File: config.mk
export PLATFORM = sky130hd
export DESIGN_NAME = matrix_mac_multiplier
export DESIGN_NICKNAME = d
export VERILOG_FILES = /design/src/rtl/matrix_pkg.sv /design/src/rtl/matrix_mac_multiplier_mac_unit.sv /design/src/rtl/matrix_mac_multiplier.sv
export SDC_FILE = /design/constraint.sdc
export NUM_CORES = 1
export LEC_CHECK = 0
export ABC_AREA = 1
export CORE_MARGIN = 8
export CORE_UTILIZATION = 45
export DETAILED_ROUTE_END_ITERATION = 10
export PLACE_DENSITY = 0.75
export SETUP_SLACK_MARGIN = 0.2
export SLEW_MARGIN = 25
export SYNTH_ARGS = -nofsm -noshare
export SYNTH_HDL_FRONTEND = slang
export SYNTH_SLANG_ARGS = --single-unit
File: constraint.sdc
create_clock -name clk -period 6.1 [get_ports clk]
set_input_delay 1.22 -clock clk [delete_from_list [all_inputs] [get_ports clk]]
set_output_delay 1.22 -clock clk [all_outputs]
set_load 0.005 [all_outputs]
File: src/rtl/matrix_pkg.sv
// Shared types and sizing helpers for the matrix multiply-accumulate block.
package matrix_pkg;

    typedef enum logic [1:0] {
        ST_IDLE   = 2'd0,
        ST_MAC    = 2'd1,
        ST_FINISH = 2'd2
    } state_t;

    // Index counters need at least one bit even for tiny N.
    function automatic int idx_width(input int n);
        return (n <= 2) ? 1 : $clog2(n);
    endfunction

    // N products of two ENTRY_SIZE-bit values sum without overflow in this width.
    function automatic int acc_width(input int entry_size, input int n);
        return 2 * entry_size + $clog2(n);
    endfunction

    localparam int DEFAULT_N     = 3;
    localparam int DEFAULT_IDX_W = idx_width(DEFAULT_N);

endpackage

File: src/rtl/matrix_mac_multiplier_mac_unit.sv
// Combinational multiply-accumulate: sum = a*b + (clear ? 0 : acc_in).
module mac_unit
    import matrix_pkg::*;
#(
    parameter int ENTRY_SIZE = 5,
    parameter int ACC_W      = acc_width(5, DEFAULT_N)
) (
    input  logic [ENTRY_SIZE-1:0] a,
    input  logic [ENTRY_SIZE-1:0] b,
    input  logic [ACC_W-1:0]      acc_in,
    input  logic                  clear,
    output logic [ACC_W-1:0]      sum
);

    logic [ACC_W-1:0] prod;
    logic [ACC_W-1:0] base;

    assign prod = ACC_W'(a) * ACC_W'(b);
    assign base = clear ? '0 : acc_in;
    assign sum  = prod + base;

endmodule

File: src/rtl/matrix_mac_multiplier.sv
// NxN unsigned matrix multiplier C = A x B on one time-shared MAC, N^3 MAC cycles
// plus one FINISH cycle; start/busy/done handshake, c_out updated atomically.
module matrix_mac_multiplier
    import matrix_pkg::*;
#(
    parameter int N             = 3,
    parameter int ENTRY_SIZE    = 5,
    parameter int RESENTRY_SIZE = ENTRY_SIZE,
    parameter int SATURATE      = 0
) (
    input  logic                            clk,
    input  logic                            reset,
    input  logic                            a_wrenable,
    input  logic                            b_wrenable,
    input  logic [N*N*ENTRY_SIZE-1:0]       a_in,
    input  logic [N*N*ENTRY_SIZE-1:0]       b_in,
    input  logic                            start,
    output logic                            busy,
    output logic                            done,
    output logic [N*N*RESENTRY_SIZE-1:0]    c_out
);

    localparam int ACC_W = acc_width(ENTRY_SIZE, N);
    localparam int IW    = idx_width(N);
    localparam int NN    = N * N;
    localparam int AW    = $clog2(NN);
    localparam logic [IW-1:0] LAST = IW'(N - 1);

    logic [ENTRY_SIZE-1:0]    a_mem [NN];
    logic [ENTRY_SIZE-1:0]    b_mem [NN];
    logic [RESENTRY_SIZE-1:0] c_buf [NN];

    state_t             state;
    logic [IW-1:0]      i, j, k;
    logic [ACC_W-1:0]   acc;
    logic [ACC_W-1:0]   mac_sum;
    logic [AW-1:0]      a_idx, b_idx, c_idx;
    logic [RESENTRY_SIZE-1:0] reduced;

    assign a_idx = AW'(i) * AW'(N) + AW'(k);
    assign b_idx = AW'(k) * AW'(N) + AW'(j);
    assign c_idx = AW'(i) * AW'(N) + AW'(j);

    mac_unit #(
        .ENTRY_SIZE (ENTRY_SIZE),
        .ACC_W      (ACC_W)
    ) u_mac (
        .a      (a_mem[a_idx]),
        .b      (b_mem[b_idx]),
        .acc_in (acc),
        .clear  (k == '0),
        .sum    (mac_sum)
    );

    generate
        if (SATURATE != 0 && ACC_W > RESENTRY_SIZE) begin : g_sat
            assign reduced = (mac_sum > ACC_W'({RESENTRY_SIZE{1'b1}})) ? '1
                                                                         : mac_sum[RESENTRY_SIZE-1:0];
        end else if (ACC_W > RESENTRY_SIZE) begin : g_trunc
            assign reduced = mac_sum[RESENTRY_SIZE-1:0];
        end else begin : g_ext
            assign reduced = RESENTRY_SIZE'(mac_sum);
        end
    endgenerate

    // Operand banks are frozen for the whole run, FINISH included.
    always_ff @(posedge clk or posedge reset) begin
        if (reset) begin
            for (int e = 0; e < NN; e++) begin
                a_mem[e] <= '0;
                b_mem[e] <= '0;
            end
        end else if (state == ST_IDLE) begin
            if (a_wrenable) begin
                for (int e = 0; e < NN; e++) a_mem[e] <= a_in[e*ENTRY_SIZE +: ENTRY_SIZE];
            end
            if (b_wrenable) begin
                for (int e = 0; e < NN; e++) b_mem[e] <= b_in[e*ENTRY_SIZE +: ENTRY_SIZE];
            end
        end
    end

    always_ff @(posedge clk or posedge reset) begin
        if (reset) begin
            state <= ST_IDLE;
            i     <= '0;
            j     <= '0;
            k     <= '0;
            acc   <= '0;
            busy  <= 1'b0;
            done  <= 1'b0;
            c_out <= '0;
            for (int e = 0; e < NN; e++) c_buf[e] <= '0;
        end else begin
            case (state)
                ST_IDLE: begin
                    done <= 1'b0;
                    if (start) begin
                        state <= ST_MAC;
                        i     <= '0;
                        j     <= '0;
                        k     <= '0;
                        acc   <= '0;
                        busy  <= 1'b1;
                    end
                end
                ST_MAC: begin
                    acc <= mac_sum;
                    if (k == LAST) begin
                        c_buf[c_idx] <= reduced;
                        k <= '0;
                        if (j == LAST) begin
                            j <= '0;
                            if (i == LAST) begin
                                i     <= '0;
                                state <= ST_FINISH;
                            end else begin
                                i <= i + 1'b1;
                            end
                        end else begin
                            j <= j + 1'b1;
                        end
                    end else begin
                        k <= k + 1'b1;
                    end
                end
                ST_FINISH: begin
                    for (int e = 0; e < NN; e++) c_out[e*RESENTRY_SIZE +: RESENTRY_SIZE] <= c_buf[e];
                    done  <= 1'b1;
                    busy  <= 1'b0;
                    state <= ST_IDLE;
                end
                default: state <= ST_IDLE;
            endcase
        end
    end

endmodule

# Word level (Yosys, flattened, before mapping)

Index checks and enable logic that the tools add are counted.

Add/subtract/negate cells: 7
Multipliers: 3
$lt $le $gt $ge: 4
Equal/unequal tests: 9
Mux-type cells: 30
Bitwise operators: 3
Reductions and logical operators: 13

Operators by type and width:

| operator                                                   | count |
|---|---|
| bitwise mux 45 bit                                         | 1 |
| binary-select mux 5 bit (select 4 bit)                     | 2 |
| two-way mux 5 bit                                          | 5 |
| two-way mux 12 bit                                         | 2 |
| case mux 12 bit (2 select lines)                           | 1 |
| two-way mux 2 bit                                          | 11 |
| demux 5 bit (select 4 bit)                                 | 1 |
| case mux 2 bit (2 select lines)                            | 4 |
| >= comparator 5 bit, second input constant                 | 3 |
| inverter 4 -> 5 bit                                        | 3 |
| adder 10 x 12 -> 12 bit                                    | 1 |
| adder 4 x 2 -> 4 bit                                       | 3 |
| multiplier 5 x 5 -> 10 bit                                 | 1 |
| AND reduction 2 bit                                        | 5 |
| == test 2 bit, second input constant                       | 4 |
| multiplier 2 x 2 -> 4 bit, second input constant           | 2 |
| inequality test 2 bit, second input constant               | 4 |
| AND reduction 4 bit                                        | 2 |
| adder 2 x 1 -> 2 bit, second input constant                | 3 |
| less-than comparator 5 x 1 -> 1 bit, second input constant | 1 |
| zero test 2 bit                                            | 2 |
| case mux 1 bit (2 select lines)                            | 2 |
| nonzero test 2 bit                                         | 2 |
| AND reduction 3 bit                                        | 1 |
| other kinds (3)                                            | 3 |

Register bits after elaboration: 202
Bits of input ports: 95
Output and inout port bits: 47
Logic and storage cells: 104

# Longest topological paths before layout

Depth after elaboration: 9
Mapped depth: 29
Gate-level depth less buffers: 29

# Modules after synthesis

Synthesis repeated with hierarchy kept, for this count alone.

Cell total of the unflattened synthesis: 1254
Area total of the unflattened synthesis: 10348.7 µm²

Modules (own cells, without submodules):

| module                | instances | cells each | area each (µm²) |
|---|---|---|---|
| matrix_mac_multiplier | 1         | 1061       | 9115.0 |
| mac_unit              | 1         | 193        | 1233.7 |

# Least setup slack after synthesis

No wires, ideal clock.

Path kind: register -> register
From: register k[1]
To: register acc[4]
Library setup time: 0.118 ns
Arrival: 5.154 ns
Required time: 5.982 ns
Path slack: 0.828 ns
Cell stages (with the launch flop): 29
Buffers on the path: 0
Cell sequence: dfrtp_1 > inv_1 > fa_1 > inv_1 > ha_1 > inv_1 > fa_1 > inv_1 > nor2_4 > nand3_1 > nand2_1 > nand2_2 > inv_2 > nand2_1 > fa_1 > inv_1 > ha_1 > fa_1 > inv_1 > fa_1 > inv_1 > xor2_1 > inv_1 > nand3_2 > nand2_2 > nand2_2 > nand3_4 > nand3_1 > nand2_1

Cells in the longest elaborated chain, start to end: 9

RTL lines:

| what                                                  | RTL line                             | source |
|---|---|---|
| start: declaration                                    | matrix_mac_multiplier.sv:34          | `logic [IW-1:0] i, j, k;` |
| start signal: assignment                              | matrix_mac_multiplier.sv:124         | `k <= k + 1'b1;` |
| multiplier 2 x 2 -> 4 bit                             | matrix_mac_multiplier.sv:41          | `assign b_idx = AW'(k) * AW'(N) + AW'(j);` |
| adder 4 x 2 -> 4 bit                                  | matrix_mac_multiplier.sv:41          |  |
| inverter 4 -> 5 bit (not written as such)             | matrix_mac_multiplier.sv:49          | `.b (b_mem[b_idx]),` |
| binary-select mux 5 bit (select 4 bit)                | matrix_mac_multiplier.sv:49          |  |
| two-way mux 5 bit (not written as such) (2 in series) | matrix_mac_multiplier.sv:49          |  |
| multiplier 5 x 5 -> 10 bit                            | matrix_mac_multiplier_mac_unit.sv:18 | `assign prod = ACC_W'(a) * ACC_W'(b);` |
| adder 10 x 12 -> 12 bit (*)                           | matrix_mac_multiplier_mac_unit.sv:20 | `assign sum = prod + base;` |
| case mux 12 bit (2 select lines) (*)                  | matrix_mac_multiplier.sv:95          | `case (state)` |
| end signal: assignment                                | matrix_mac_multiplier.sv:108         | `acc <= mac_sum;` |
| end: declaration                                      | matrix_mac_multiplier.sv:35          | `logic [ACC_W-1:0] acc;` |

Mark *: on every way between the ends. The rest lies on a longest branch, timed or not. The select of a mux whose other input is x is not followed.
A chain may end at the register's enable or synchronous reset.

# Worst setup path after layout

From: register k[1]
To: register c_buf[24] (netlist bit)

Cells in the longest elaborated chain, start to end: 9

RTL lines:

| what                                                  | RTL line                             | source |
|---|---|---|
| multiplier 2 x 2 -> 4 bit                             | matrix_mac_multiplier.sv:41          |  |
| adder 4 x 2 -> 4 bit                                  | matrix_mac_multiplier.sv:41          |  |
| inverter 4 -> 5 bit (not written as such)             | matrix_mac_multiplier.sv:49          |  |
| binary-select mux 5 bit (select 4 bit)                | matrix_mac_multiplier.sv:49          |  |
| two-way mux 5 bit (not written as such) (2 in series) | matrix_mac_multiplier.sv:49          |  |
| multiplier 5 x 5 -> 10 bit                            | matrix_mac_multiplier_mac_unit.sv:18 |  |
| adder 10 x 12 -> 12 bit                               | matrix_mac_multiplier_mac_unit.sv:20 |  |
| bitwise mux 45 bit                                    | matrix_mac_multiplier.sv:110         | `c_buf[c_idx] <= reduced;` |
| end signal: indexed assignment                        | matrix_mac_multiplier.sv:110         |  |
| end: declaration                                      | matrix_mac_multiplier.sv:31          | `logic [RESENTRY_SIZE-1:0] c_buf [NN];` |

Parallel ways exist; a longest one is shown, timed or not. The select of a mux whose other input is x is not followed.

==> impl_metrics.toml <==
[status]
status = "finished, final reports clean"

[clocking]
cts_tree = "yes"
clock_sinks = 195
cts-root-buf = "clkbuf_16"
ctsResizeCount = 0
post_cts_buffers = 0
cts_max_level = 4
cts_buffers = 17
hold_buffers = 0
clkLatencyLatePin_ns = 0.44
clk_pin_slew_ns = 0.07
cts_buffer_depth = 2

[yosys]
synth_ff_type = "dfrtp_1"
netlist_instances = 975
synth_edf_count = 0
synth_seq_area_share = 0.531
synth.distinct_cells = 33
ys_ff_latch = 195
netlist_area_sq_um = 9200
syn-num-nets = 1100
async_reset_ff_frac = 1.00
ys_warn_count = 0
avgSynthCellArea_sq_um = 9.43

[setup_path]
path_common_cell = "inv_1"
start_kind = "register"
crit_path_max_incr_delay_ns = 0.60
rr_startpoint = "k[1]"
worstPathMaxFanout = 10
critPathKind = "register to register"
r2r_end = "c_buf[24]"
slowest_stage = "fa_2"
worstRegToRegCells = 28
crit_arrival_ns = 5.90
endpoint_kind = "register"
worst-r2r-setup-slack_ns = 0.52
required_ns = 6.41

[global_route]
antenna_found_initial = 0
first_global_vias = 7160
grt_first_pass_wirelength_um = 35400
grtUsageTotal = 0.170
grt_max_degree = 196
grt_remaining_overflow = 0

[final_layout]
layout_common_cells = "nand2_1, dfrtp_1, clkdlybuf4s50_1"
nets = 1234
antenna_cells = 0
layout-drive-gt1-share = 0.138
area.growth.synth_to_final_pct = 25.1
final_common_cell = "nand2_1"

[timing]
tightest_slew_ns = 0.999
finalHoldViolCount = 0
max_slew_margin = 0.332
rsz0062_at_grt = "false"
fmax_mhz = 179
finalMaxSlewViolations = 0
layout_min_cycle_time_ns = 5.58
setup_viol = 0
fin_hold_ws_ns = 0.473
finalSetupTns_ns = 0
final.setup_skew_ns = 0.0115
fin_crit_sh = 0.915

[die]
start_util = 0.456
io-pin-count = 142
die_w_um = 159
core_sq_um = 20200
dieArea_sq_um = 25300
die_y_um = 159
rows = 52

[routing]
post-route-drc-count = 0
routed-via-count = 6791
routed_wl_um = 20700
viasPerCell = 4.89
wl_per_cell_um = 14.9
drt_iter0_markers = 413
detail-route-antenna-nets = 0
dr.pass1.iters = 5

[flow_run]
drv_cap = 0

[placed_design]
io_buffers = 141
dp_hpwl_um = 14900
gp_congestion = 0.823

[min_path]
hold_path_startpoint = "busy"
worstHoldPathCells = 2
hold_path_end = "busy"
hp-class = "register to register"
==> through the flow <==
step | util | instances | setup slack [ns] | area [sq um]
detailed placement | 0.537 | 1359 | 0.343 | 10800
CTS | 0.568 | 1389 | 0.266 | 11500
finish | 0.570 | 1390 | 0.516 | 11500
global placement | 0.537 | 1359 | 0.548 | 10800
global route | 0.570 | 1390 | 0.216 | 11500
floorplan | - | 975 | 0.828 | 9200
==> layer usage <==
metal  track usage  vias up  wire, um
li1              -     3395         -
met1         0.222     3224      9560
met5             0        -         0
met2         0.276      154     10000
met3        0.0403       18       874
met4        0.0497        0       234
==> synth_stat cells, types with 4 or more instances <==
master	number	area, sq um
buf_1	6	22.5
o21ai_1	7	35.0
xor2_1	7	61.3
nor2_1	51	191
o21ai_0	65	325
mux2_2	76	856
clkbuf_1	14	52.6
nand3_2	7	70.1
nor3_1	4	20.0
buf_6	7	78.8
nand2_1	278	1040
nand2_2	10	62.6
fa_1	9	180
inv_1	89	334
ha_1	21	263
inv_2	8	30.0
a21oi_1	18	90.1
dfrtp_1	195	4880
nand3_1	77	385
==> cell type report <==
type / instances / area, sq um
clock buffer: 20 / 457
clock inverter: 10 / 170
fill: 1784 / 8660
inverter: 99 / 382
multi-input combinational: 649 / 3790
sequential: 195 / 4880
tap: 270 / 338
timing repair buffer: 147 / 1490
==> flip-flops by register name, summed over array words and instances, names as in the netlist, 2 cells and up <==
signal / count
a_mem: 45
b_mem: 45
c_buf: 45
c_out: 45
acc: 5
i: 2
j: 2
k: 2
state: 2
==> worst max path at each step <==
stage,start,endpoint,slack [ns]
detailed placement,k[1],c_buf[24],0.34
CTS,k[1],c_buf[24],0.27
global placement,k[1],c_buf[9],0.55
floorplan,k[1],acc[4],0.83
global route,k[1],c_buf[24],0.22
finish,k[1],c_buf[24],0.52
==> critical path: cells and delay by family (launching register included) <==
family	cells	cell delay (ns)
xor gates and xnor gates	1	0.17
adders and majority gates	7	3.01
buffers and inverters	9	0.74
DFF	1	0.44
and+or+nand+nor	11	1.09
==> cell families after synthesis <==
logic type	after synthesis	share of synthesized area
xor+xnor	8	0.00843
buf+inv	131	0.0601
fa+ha+maj	30	0.0482
simple gates	439	0.206
compound gates	96	0.0537
flops	195	0.531
mux	76	0.0930
Power is not shown: default switching activity piles up to over one toggle a cycle in this logic, so the estimate is an artifact.
